--- src/rtl/jedro_1_ifu_prefetch_if.sv ---
// Bundle of fetch-side signals for the jedro_1 prefetching IFU: the jump
// redirect from the core, the decoder handshake and the instruction memory port.
// master = the prefetch unit, slave = its environment (core, decoder, memory).
interface jedro_1_ifu_prefetch_if #(
    parameter int unsigned DATA_WIDTH = 32
);
    logic                  jmp_instr_i;
    logic [DATA_WIDTH-1:0] jmp_address_i;
    logic [DATA_WIDTH-1:0] instr_o;
    logic [DATA_WIDTH-1:0] instr_addr_o;
    logic                  instr_valid_o;
    logic                  instr_ready_i;
    logic                  mem_req_o;
    logic [DATA_WIDTH-1:0] mem_addr_o;
    logic [DATA_WIDTH-1:0] mem_rdata_i;

    modport master (
        input  jmp_instr_i,
        input  jmp_address_i,
        input  instr_ready_i,
        input  mem_rdata_i,
        output instr_o,
        output instr_addr_o,
        output instr_valid_o,
        output mem_req_o,
        output mem_addr_o
    );

    modport slave (
        output jmp_instr_i,
        output jmp_address_i,
        output instr_ready_i,
        output mem_rdata_i,
        input  instr_o,
        input  instr_addr_o,
        input  instr_valid_o,
        input  mem_req_o,
        input  mem_addr_o
    );
endinterface

--- src/rtl/jedro_1_ifu_prefetch.sv ---
// Prefetching instruction fetch unit for jedro_1. Issues sequential fetches to a
// fixed-latency, non-stallable memory, tracks each request with an in-flight tag
// and buffers returned words in a first-word fall-through FIFO. A request is only
// issued when a FIFO slot is guaranteed for its data (buffered + in-flight < depth),
// so the memory never needs to stall. A jump flushes the FIFO and kills all tags.
// FIFO_DEPTH must be a power of two >= 2; MEM_LATENCY must be 1..4.
module jedro_1_ifu_prefetch #(
    parameter int unsigned           DATA_WIDTH  = 32,
    parameter logic [DATA_WIDTH-1:0] BOOT_ADDR   = '0,
    parameter int unsigned           FIFO_DEPTH  = 4,
    parameter int unsigned           MEM_LATENCY = 1
) (
    input logic                    clk_i,
    input logic                    rst_i,
    jedro_1_ifu_prefetch_if.master bus
);
    localparam int unsigned PtrW = $clog2(FIFO_DEPTH);
    localparam int unsigned CntW = PtrW + 1;
    localparam int unsigned SumW = CntW + 1;

    logic [DATA_WIDTH-1:0]  pc_q, pc_d;
    logic [MEM_LATENCY-1:0] tag_valid_q, tag_valid_d;
    logic [DATA_WIDTH-1:0]  tag_addr_q [MEM_LATENCY];
    logic [DATA_WIDTH-1:0]  tag_addr_d [MEM_LATENCY];
    logic [DATA_WIDTH-1:0]  fifo_data_q [FIFO_DEPTH];
    logic [DATA_WIDTH-1:0]  fifo_addr_q [FIFO_DEPTH];
    logic [PtrW-1:0]        wptr_q, wptr_d, rptr_q, rptr_d;
    logic [CntW-1:0]        count_q, count_d;
    logic [CntW-1:0]        inflight;
    logic                   jmp, issue, push, pop, fifo_valid;
    logic                   unused_jmp_lsb;

    assign jmp            = bus.jmp_instr_i;
    // Jump targets are word aligned; the low bits are deliberately dropped.
    assign unused_jmp_lsb = ^bus.jmp_address_i[1:0];

    // Count outstanding requests in the in-flight pipe.
    always_comb begin
        inflight = '0;
        for (int unsigned i = 0; i < MEM_LATENCY; i++) begin
            inflight = inflight + CntW'(tag_valid_q[i]);
        end
    end

    // Credit check uses start-of-cycle counts; a pop frees its slot next cycle.
    always_comb begin
        fifo_valid = (count_q != '0);
        pop        = fifo_valid && bus.instr_ready_i;
        push       = tag_valid_q[MEM_LATENCY-1] && !jmp;
        issue      = !rst_i && !jmp &&
                     (({1'b0, count_q} + {1'b0, inflight}) < SumW'(FIFO_DEPTH));
    end

    // Next fetch PC and in-flight tag pipe; a jump kills every tag.
    always_comb begin
        pc_d          = pc_q;
        tag_valid_d   = '0;
        tag_valid_d[0] = issue;
        tag_addr_d[0] = pc_q;
        for (int unsigned i = 1; i < MEM_LATENCY; i++) begin
            tag_valid_d[i] = tag_valid_q[i-1];
            tag_addr_d[i]  = tag_addr_q[i-1];
        end
        if (jmp) begin
            tag_valid_d = '0;
            pc_d        = {bus.jmp_address_i[DATA_WIDTH-1:2], 2'b00};
        end else if (issue) begin
            pc_d = pc_q + DATA_WIDTH'(4);
        end
    end

    // FIFO pointer and occupancy update; a jump empties the buffer.
    always_comb begin
        wptr_d  = wptr_q;
        rptr_d  = rptr_q;
        count_d = count_q;
        if (jmp) begin
            wptr_d  = '0;
            rptr_d  = '0;
            count_d = '0;
        end else begin
            if (push) wptr_d = wptr_q + PtrW'(1);
            if (pop)  rptr_d = rptr_q + PtrW'(1);
            case ({push, pop})
                2'b10:   count_d = count_q + CntW'(1);
                2'b01:   count_d = count_q - CntW'(1);
                default: count_d = count_q;
            endcase
        end
    end

    // Control state with synchronous reset.
    always_ff @(posedge clk_i) begin
        if (rst_i) begin
            pc_q        <= BOOT_ADDR;
            tag_valid_q <= '0;
            wptr_q      <= '0;
            rptr_q      <= '0;
            count_q     <= '0;
        end else begin
            pc_q        <= pc_d;
            tag_valid_q <= tag_valid_d;
            wptr_q      <= wptr_d;
            rptr_q      <= rptr_d;
            count_q     <= count_d;
        end
    end

    // Datapath storage; contents are qualified by the valid bits so need no reset.
    always_ff @(posedge clk_i) begin
        tag_addr_q <= tag_addr_d;
        if (push) begin
            fifo_data_q[wptr_q] <= bus.mem_rdata_i;
            fifo_addr_q[wptr_q] <= tag_addr_q[MEM_LATENCY-1];
        end
    end

    // Outputs; head fields read as zero while the FIFO is empty.
    always_comb begin
        bus.mem_req_o     = issue;
        bus.mem_addr_o    = pc_q;
        bus.instr_valid_o = fifo_valid;
        bus.instr_o       = fifo_valid ? fifo_data_q[rptr_q] : '0;
        bus.instr_addr_o  = fifo_valid ? fifo_addr_q[rptr_q] : '0;
    end

    // The credit rule must make overflow unreachable.
    assert property (@(posedge clk_i) disable iff (rst_i)
                     !(push && (count_q == CntW'(FIFO_DEPTH))));

endmodule

--- src/flat_wrapper.sv ---
// flat-port wrapper written by rule: the top's interface ports become plain ports
module jedro_1_ifu_prefetch_flat 
#(
    parameter int unsigned           DATA_WIDTH  = 32,
    parameter logic [DATA_WIDTH-1:0] BOOT_ADDR   = '0,
    parameter int unsigned           FIFO_DEPTH  = 4,
    parameter int unsigned           MEM_LATENCY = 1
)
  (clk_i, rst_i, bus_jmp_instr_i, bus_jmp_address_i, bus_instr_ready_i, bus_mem_rdata_i, bus_instr_o, bus_instr_addr_o, bus_instr_valid_o, bus_mem_req_o, bus_mem_addr_o);
  jedro_1_ifu_prefetch_if #(.DATA_WIDTH(DATA_WIDTH)) bus_i ();
  input logic clk_i;
  input logic rst_i;
  input wire logic [$bits(bus_i.jmp_instr_i)-1:0] bus_jmp_instr_i;
  input wire logic [$bits(bus_i.jmp_address_i)-1:0] bus_jmp_address_i;
  input wire logic [$bits(bus_i.instr_ready_i)-1:0] bus_instr_ready_i;
  input wire logic [$bits(bus_i.mem_rdata_i)-1:0] bus_mem_rdata_i;
  output wire logic [$bits(bus_i.instr_o)-1:0] bus_instr_o;
  output wire logic [$bits(bus_i.instr_addr_o)-1:0] bus_instr_addr_o;
  output wire logic [$bits(bus_i.instr_valid_o)-1:0] bus_instr_valid_o;
  output wire logic [$bits(bus_i.mem_req_o)-1:0] bus_mem_req_o;
  output wire logic [$bits(bus_i.mem_addr_o)-1:0] bus_mem_addr_o;
  assign bus_i.jmp_instr_i = bus_jmp_instr_i;
  assign bus_i.jmp_address_i = bus_jmp_address_i;
  assign bus_i.instr_ready_i = bus_instr_ready_i;
  assign bus_i.mem_rdata_i = bus_mem_rdata_i;
  assign bus_instr_o = bus_i.instr_o;
  assign bus_instr_addr_o = bus_i.instr_addr_o;
  assign bus_instr_valid_o = bus_i.instr_valid_o;
  assign bus_mem_req_o = bus_i.mem_req_o;
  assign bus_mem_addr_o = bus_i.mem_addr_o;
  jedro_1_ifu_prefetch #(.DATA_WIDTH(DATA_WIDTH), .BOOT_ADDR(BOOT_ADDR), .FIFO_DEPTH(FIFO_DEPTH), .MEM_LATENCY(MEM_LATENCY)) u_core (.clk_i(clk_i), .rst_i(rst_i), .bus(bus_i));
endmodule
--- config.mk ---
export PLATFORM = sky130hd
export DESIGN_NAME = jedro_1_ifu_prefetch_flat
export DESIGN_NICKNAME = d
export VERILOG_FILES = /design/src/rtl/jedro_1_ifu_prefetch_if.sv /design/src/rtl/jedro_1_ifu_prefetch.sv /design/src/flat_wrapper.sv
export SDC_FILE = /design/constraint.sdc
export NUM_CORES = 1
export LEC_CHECK = 0
export CORE_MARGIN = 2
export CORE_UTILIZATION = 25
export DETAILED_ROUTE_END_ITERATION = 8
export MAX_ROUTING_LAYER = met4
export PLACE_DENSITY = 0.45
export SYNTH_ARGS = -nofsm -noshare
export SYNTH_HDL_FRONTEND = slang
export SYNTH_SLANG_ARGS = --single-unit
export TNS_END_PERCENT = 30
--- constraint.sdc ---
create_clock -name clk_i -period 3.9 [get_ports clk_i]
set_input_delay 0.78 -clock clk_i [delete_from_list [all_inputs] [get_ports clk_i]]
set_output_delay 0.78 -clock clk_i [all_outputs]
set_load 0.05 [all_outputs]
==> impl_metrics.toml, run 1 <==
[global_route]
antenna_found_initial = 0
grt_remaining_overflow = 0
grt_usage_pct = 12.4
grt_pass1_vias = 7129
grt_pass1_wl_um = 45500
grt_max_degree = 38

[synthesis]
syn_avg_cell_area_sq_um = 17.4
async_reset_ff_share_pct = 0
yosysSeqAreaShare_pct = 72.4
ys_ff_latch = 318
synth_ff_type = "edfxtp_1"
synthCells = 704
synth_edf_count = 248
synth_cell_types = 49
ys_warn_count = 0
netlist_area_sq_mm = 0.0122

[setup_path]
crit_path_max_incr_delay_ns = 0.69
cp_slowest_cell = "clkdlybuf4s50_1"
cp-end-kind = "primary output"
startpoint_type = "flop"
worst-setup-path-type = "reg -> out"
cp_max_fo = 18
required_ns = 3.12
worstPathArrival_ns = 2.92
worstPathCellList = "buf_4, mux4_2, and2_1, clkdlybuf4s50_1"

[die]
die_w_um = 225
num_rows = 81
die_h_um = 225
pin_count = 166
core_area_sq_mm = 0.0486
start_util_pct = 25.1
die_area_sq_mm = 0.0507

[cts]
cts_made_buffers = 38
clock_path_buffers = 3
post_cts_resized = 0
root_buffer = "clkbuf_16"
cts_setup_buffers = 0
hold_buffers = 0
clkTransAtPathRegs_ns = 0.06
clock-sinks = 318
htree_levels = 2
insertion_delay_ns = 0.55
cts_tree = "built"

[routing]
ant_nets = 0
wl_per_cell_um = 19.5
num_vias = 6743
via_per_inst = 4.38
drtIter0Drc = 396
drc_errors = 0
firstDrtPassIters = 6
routed_wl_um = 30000

[power_and_ir_drop]
switching_share_pct = 22.2
p_leak_nw = 5.08
p_per_area_mw_per_mm2 = 479
p_int_mw = 5.94
pwr-share-seq_pct = 49.7
ir_drop_mv = 0.270
p_switching_mw = 1.70
combPwrFrac_pct = 5.6
p_clk_share_pct = 44.6

[cells_and_area]
syn_to_final_growth_pct = 30.6
nNetsFinal = 967
final-instance-count-excl-fill = 1541
layout_commonest_cell = "edfxtp_1"
final_core_util_pct = 32.8
antenna_cells = 0
layout_common_cells = "edfxtp_1, clkdlybuf4s50_1, dfxtp_1"
drive_above_1_share_pct = 17.0

[timing]
hold_violations = 0
fin_crit_ns = 3.70
rsz0062_at_grt = "false"
setup_viol = 0
max_clock_freq_mhz = 270
tightestPinTransition_ns = 0.670
timing.final.ws_setup_ns = 0.199
setup_tns_ns = 0
drv_slew = 0
skew_ns = 0.0197
holdWs_ns = 0.420
slew_headroom_pct = 55.2
period_share_pct = 94.9

[place]
routabilityCongestion = 0.767
hpwl_um = 19200
dpl_worst_slack_ns = 0.607
portBuffers = 159
placedCellCount = 1474

[run]
maxCapViolCount = 0

[outcome]
status = "finished clean"

[min_path]
min-delay-path-class = "reg -> reg"
-- per-stage QoR --
stage / power (mW) / instance area (sq um)
2_1_floorplan: 4.08 / 12200
4_1_cts: 7.77 / 16000
5_1_grt: 7.94 / 16000
3_3_place_gp: 4.30 / 14700
3_5_place_dp: 4.31 / 14700
6_report: 7.64 / 16000
-- layer usage --
metal / global-route usage (%) / part of all wire [%]
met5: - / 0
met4: 3.93 / 2.0
met3: 3.01 / 6.0
met2: 18.0 / 43
met1: 17.1 / 49
-- worst paths after layout --
| check | slack [ns] | end | cells past startpoint | startpoint |
|---|---|---|---|---|
| max reg2reg | 1.32 | u_core.count_q[2] | 8 | u_core.count_q[0] |
| min reg2reg | 0.42 | u_core.tag_addr_q[17] | 0 | u_core.bus.mem_addr_o[17] |
| max | 0.20 | bus_instr_o[3] | 4 | flop |
| min | 0.42 | u_core.tag_addr_q[17] | 0 | u_core.bus.mem_addr_o[17] |
-- final cells by class --
cell class,count,area [sq um]
Tap cell,622,778
Fill cell,4740,32700
Sequential cell,318,8860
Clock buffer,49,1050
Multi-Input combinational cell,342,3190
Timing Repair Buffer,180,1870
Inverter,12,50.0
Clock inverter,18,160
-- logic make-up (layout without fill, tap and decap cells) --
group	Yosys count	count (layout)	share of synthesized area (%)
other	1	4	0.0307
and+or+nand+nor	191	191	8.85
adders and majority gates	7	7	0.778
buffers and inverters	47	259	1.73
AOI/OAI and AO/OA	46	46	2.47
DFF	318	318	72.4
muxes	67	67	11.8
xor gates and xnor gates	27	27	1.93
-- critical path: cells and delay by family, from the launching register on --
kind                   cells  cell delay [ns]
flip-flops                 1             0.61
AND/OR/NAND/NOR            1             0.18
multiplexers               1             0.56
buffers and inverters      2             1.01
-- flip-flops by register name (all words and copies together), names as in the netlist, named ones only --
name / count
u_core.rptr_q: 2
u_core.tag_valid_q: 1
u_core.tag_addr_q: 30
u_core.wptr_q: 2
u_core.fifo_addr_q: 120
u_core.bus.mem_addr_o: 30
u_core.count_q: 3
u_core.fifo_data_q: 128
-- synth_stat cells (all sizes together), types with 2 or more instances --
cell type	count	share of area, %
ha	6	0.61
nor3	5	0.30
nand4	12	0.74
and4	3	0.23
o311ai	2	0.14
nand2	31	0.97
mux4	62	11
a211oi	10	0.61
or3	3	0.15
a31oi	5	0.38
a21oi	19	0.78
xor2	14	1.0
mux2i	4	0.33
nor2	29	0.91
edfxtp	248	61
xnor2	13	0.93
and2	69	3.5
nor4	7	0.48
clkinv	2	0.10
inv	10	0.31
nand3	16	0.65
buf	12	0.61
dfxtp	70	11
and3	10	0.51
nand4b	2	0.14
clkbuf	23	0.71
o22ai	6	0.31
-- power groups by stage --
stage,sequential (mW),combinational [mW],clock (mW)
2_1_floorplan,3.91,0.176,0
3_3_place_gp,3.87,0.436,0
3_5_place_dp,3.87,0.436,0
4_1_cts,3.80,0.438,3.53
5_1_grt,3.81,0.461,3.67
6_report,3.80,0.432,3.41
No activity file was read; power rests on OpenSTA's default activity.
==> run 2, diff against run 1 <==
--- a/config.mk
+++ b/config.mk
@@ -7,6 +7,7 @@
 export LEC_CHECK = 0
 export CORE_MARGIN = 2
 export CORE_UTILIZATION = 25
+export CTS_BUF_LIST = sky130_fd_sc_hd__clkbuf_4 sky130_fd_sc_hd__clkbuf_8
 export DETAILED_ROUTE_END_ITERATION = 8
 export MAX_ROUTING_LAYER = met4
 export PLACE_DENSITY = 0.45
==> run 2 against run 1 <==
  * Largest power group unchanged
  * First-iteration DRC count down 1.8%
  * Sequential share of layout area about the same
  * Clock-buffer cell count rose by 31
==> impl_metrics.toml, run 2 (synthesized netlist as in run 1, its figures left out) <==
[timing]
drv_slew = 0
timing.final.ws_setup_ns = 0.308
setup_tns_ns = 0
setup_viol = 0
rsz0062_at_grt = "false"
tightestPinTransition_ns = 0.632
period_share_pct = 92.1
hold_violations = 0
skew_ns = 0.0181
fin_crit_ns = 3.59
slew_headroom_pct = 57.6
holdWs_ns = 0.423
max_clock_freq_mhz = 278

[setup_path]
worstPathArrival_ns = 2.81
startpoint_type = "flop"
crit_path_max_incr_delay_ns = 0.79
worstPathCellList = "or3_4, buf_4, and2_1, clkdlybuf4s50_1"
worstSetupEndpoint = "bus_instr_o[1]"
required_ns = 3.12
r2r_cells = 8
cp-end-kind = "primary output"
timing.rr.end = "u_core.count_q[2]"
cp.depth = 4
critPathTopFamily = "buffers and inverters"
r2r_slack_ns = 1.30
r2r-start = "u_core.count_q[0]"
cp_slowest_cell = "clkdlybuf4s50_1"
worst-setup-path-type = "reg -> out"
cp_max_fo = 37
startpoint = "u_core.count_q[0]"
worst-path-buf-inv = 2

[cts]
cts_made_buffers = 57
clock-sinks = 318
root_buffer = "clkbuf_8"
htree_levels = 2
cts_tree = "built"
clock_path_buffers = 3
clkTransAtPathRegs_ns = 0.06
insertion_delay_ns = 0.63

[die]
core_area_sq_mm = 0.0486
start_util_pct = 25.1
num_rows = 81
die_area_sq_mm = 0.0507
die_w_um = 225
die_h_um = 225
pin_count = 166

[power_and_ir_drop]
ir_drop_mv = 0.196
p_per_area_mw_per_mm2 = 469
p_leak_nw = 5.14
switching_share_pct = 23.2
p_int_mw = 5.75
p_switching_mw = 1.74
combPwrFrac_pct = 5.8
pwr-share-seq_pct = 50.7
p_clk_share_pct = 43.5

[cells_and_area]
antenna_cells = 0
largestRegisters = "u_core.fifo_data_q x128, u_core.fifo_addr_q x120"
largest_reg_flops = 128
final_core_util_pct = 32.8
top_register = "u_core.fifo_data_q"
final_area_sq_mm = 0.0160
layout_commonest_cell = "edfxtp_1"
layout_common_cells = "edfxtp_1, clkdlybuf4s50_1, dfxtp_1"
syn_to_final_growth_pct = 30.6
drive_above_1_share_pct = 21.2
nNetsFinal = 989
fillers = 4777

[place]
portBuffers = 159
hpwl_um = 19200
placed_cell_area_sq_mm = 0.0147
routabilityCongestion = 0.767
dpl_worst_slack_ns = 0.607

[routing]
routed_wl_um = 30600
via_per_inst = 4.32
drc_errors = 0
ant_nets = 0
num_vias = 6839
wl_per_cell_um = 19.3
firstDrtPassIters = 4
drtIter0Drc = 389

[global_route]
grt_pass1_wl_um = 46300
grt_max_degree = 38
grt_usage_pct = 12.6
grt_remaining_overflow = 0
antenna_found_initial = 0
grt_pass1_vias = 7395

[outcome]
status = "finished clean"

[min_path]
min-delay-path-class = "reg -> reg"

[run]
maxCapViolCount = 0
## run 2: cell count changes in the layout (fill, tap and decap cells not counted), sizes merged
cell | before | now
bufinv | 2 | 3
buf | 22 | 25
clkbuf | 49 | 80
inv | 11 | 12
clkinvlp | 1 | 2
clkinv | 16 | 21
## run 2: routing by layer
layer	wire length (um)	vias up	GRT usage (%)
met5	0	-	-
met4	520	0	4.44
met3	2010	46	3.46
met2	13600	211	18.5
met1	14400	3436	16.8
li1	-	3146	-
## run 2: worst min path at each step
stage,slack (ns),cells past startpoint,startpoint,end
after floorplan,0.44,0,u_core.tag_addr_q[10],u_core.fifo_addr_q[0][10]
after global placement,0.43,0,u_core.bus.mem_addr_o[17],u_core.tag_addr_q[17]
after detailed placement,0.42,0,u_core.bus.mem_addr_o[17],u_core.tag_addr_q[17]
after CTS,0.43,0,u_core.bus.mem_addr_o[17],u_core.tag_addr_q[17]
after global routing,0.44,0,u_core.bus.mem_addr_o[17],u_core.tag_addr_q[17]
final,0.42,0,u_core.bus.mem_addr_o[17],u_core.tag_addr_q[17]
## run 2: what timing repair did
item                                    in CTS  in global routing
setup buffers                                3                  0
endpoints found under the hold margin        0                  0
resized for setup                            1                  0
hold buffers                                 0                  0
endpoints found under the setup margin      39                  0
## run 2: layout make-up
class                           instances  area, sq um  share of cell area [%]
Inverter                               12         50.0                   0.313
Multi-Input combinational cell        342         3190                    20.0
Sequential cell                       318         8860                    55.4
Clock inverter                         26          214                    1.34
Clock buffer                           80          988                    6.19
Tap cell                              622          778                    4.87
Timing Repair Buffer                  183         1890                    11.9
## run 2: power by group through the flow
stage          registers [mW]  logic, mW  clock network [mW]
4_1_cts                  3.80      0.440                3.38
6_report                 3.80      0.434                3.26
3_5_place_dp             3.87      0.436                   0
3_3_place_gp             3.87      0.436                   0
5_1_grt                  3.81      0.463                3.53
2_1_floorplan            3.91      0.176                   0
## run 2: stage by stage
| stage | power, mW | std cells |
|---|---|---|
| 6_report | 7.49 | 1583 |
| 5_1_grt | 7.80 | 1583 |
| 4_1_cts | 7.62 | 1583 |
| 3_5_place_dp | 4.31 | 1474 |
| 3_3_place_gp | 4.30 | 1474 |
| 2_1_floorplan | 4.08 | 707 |
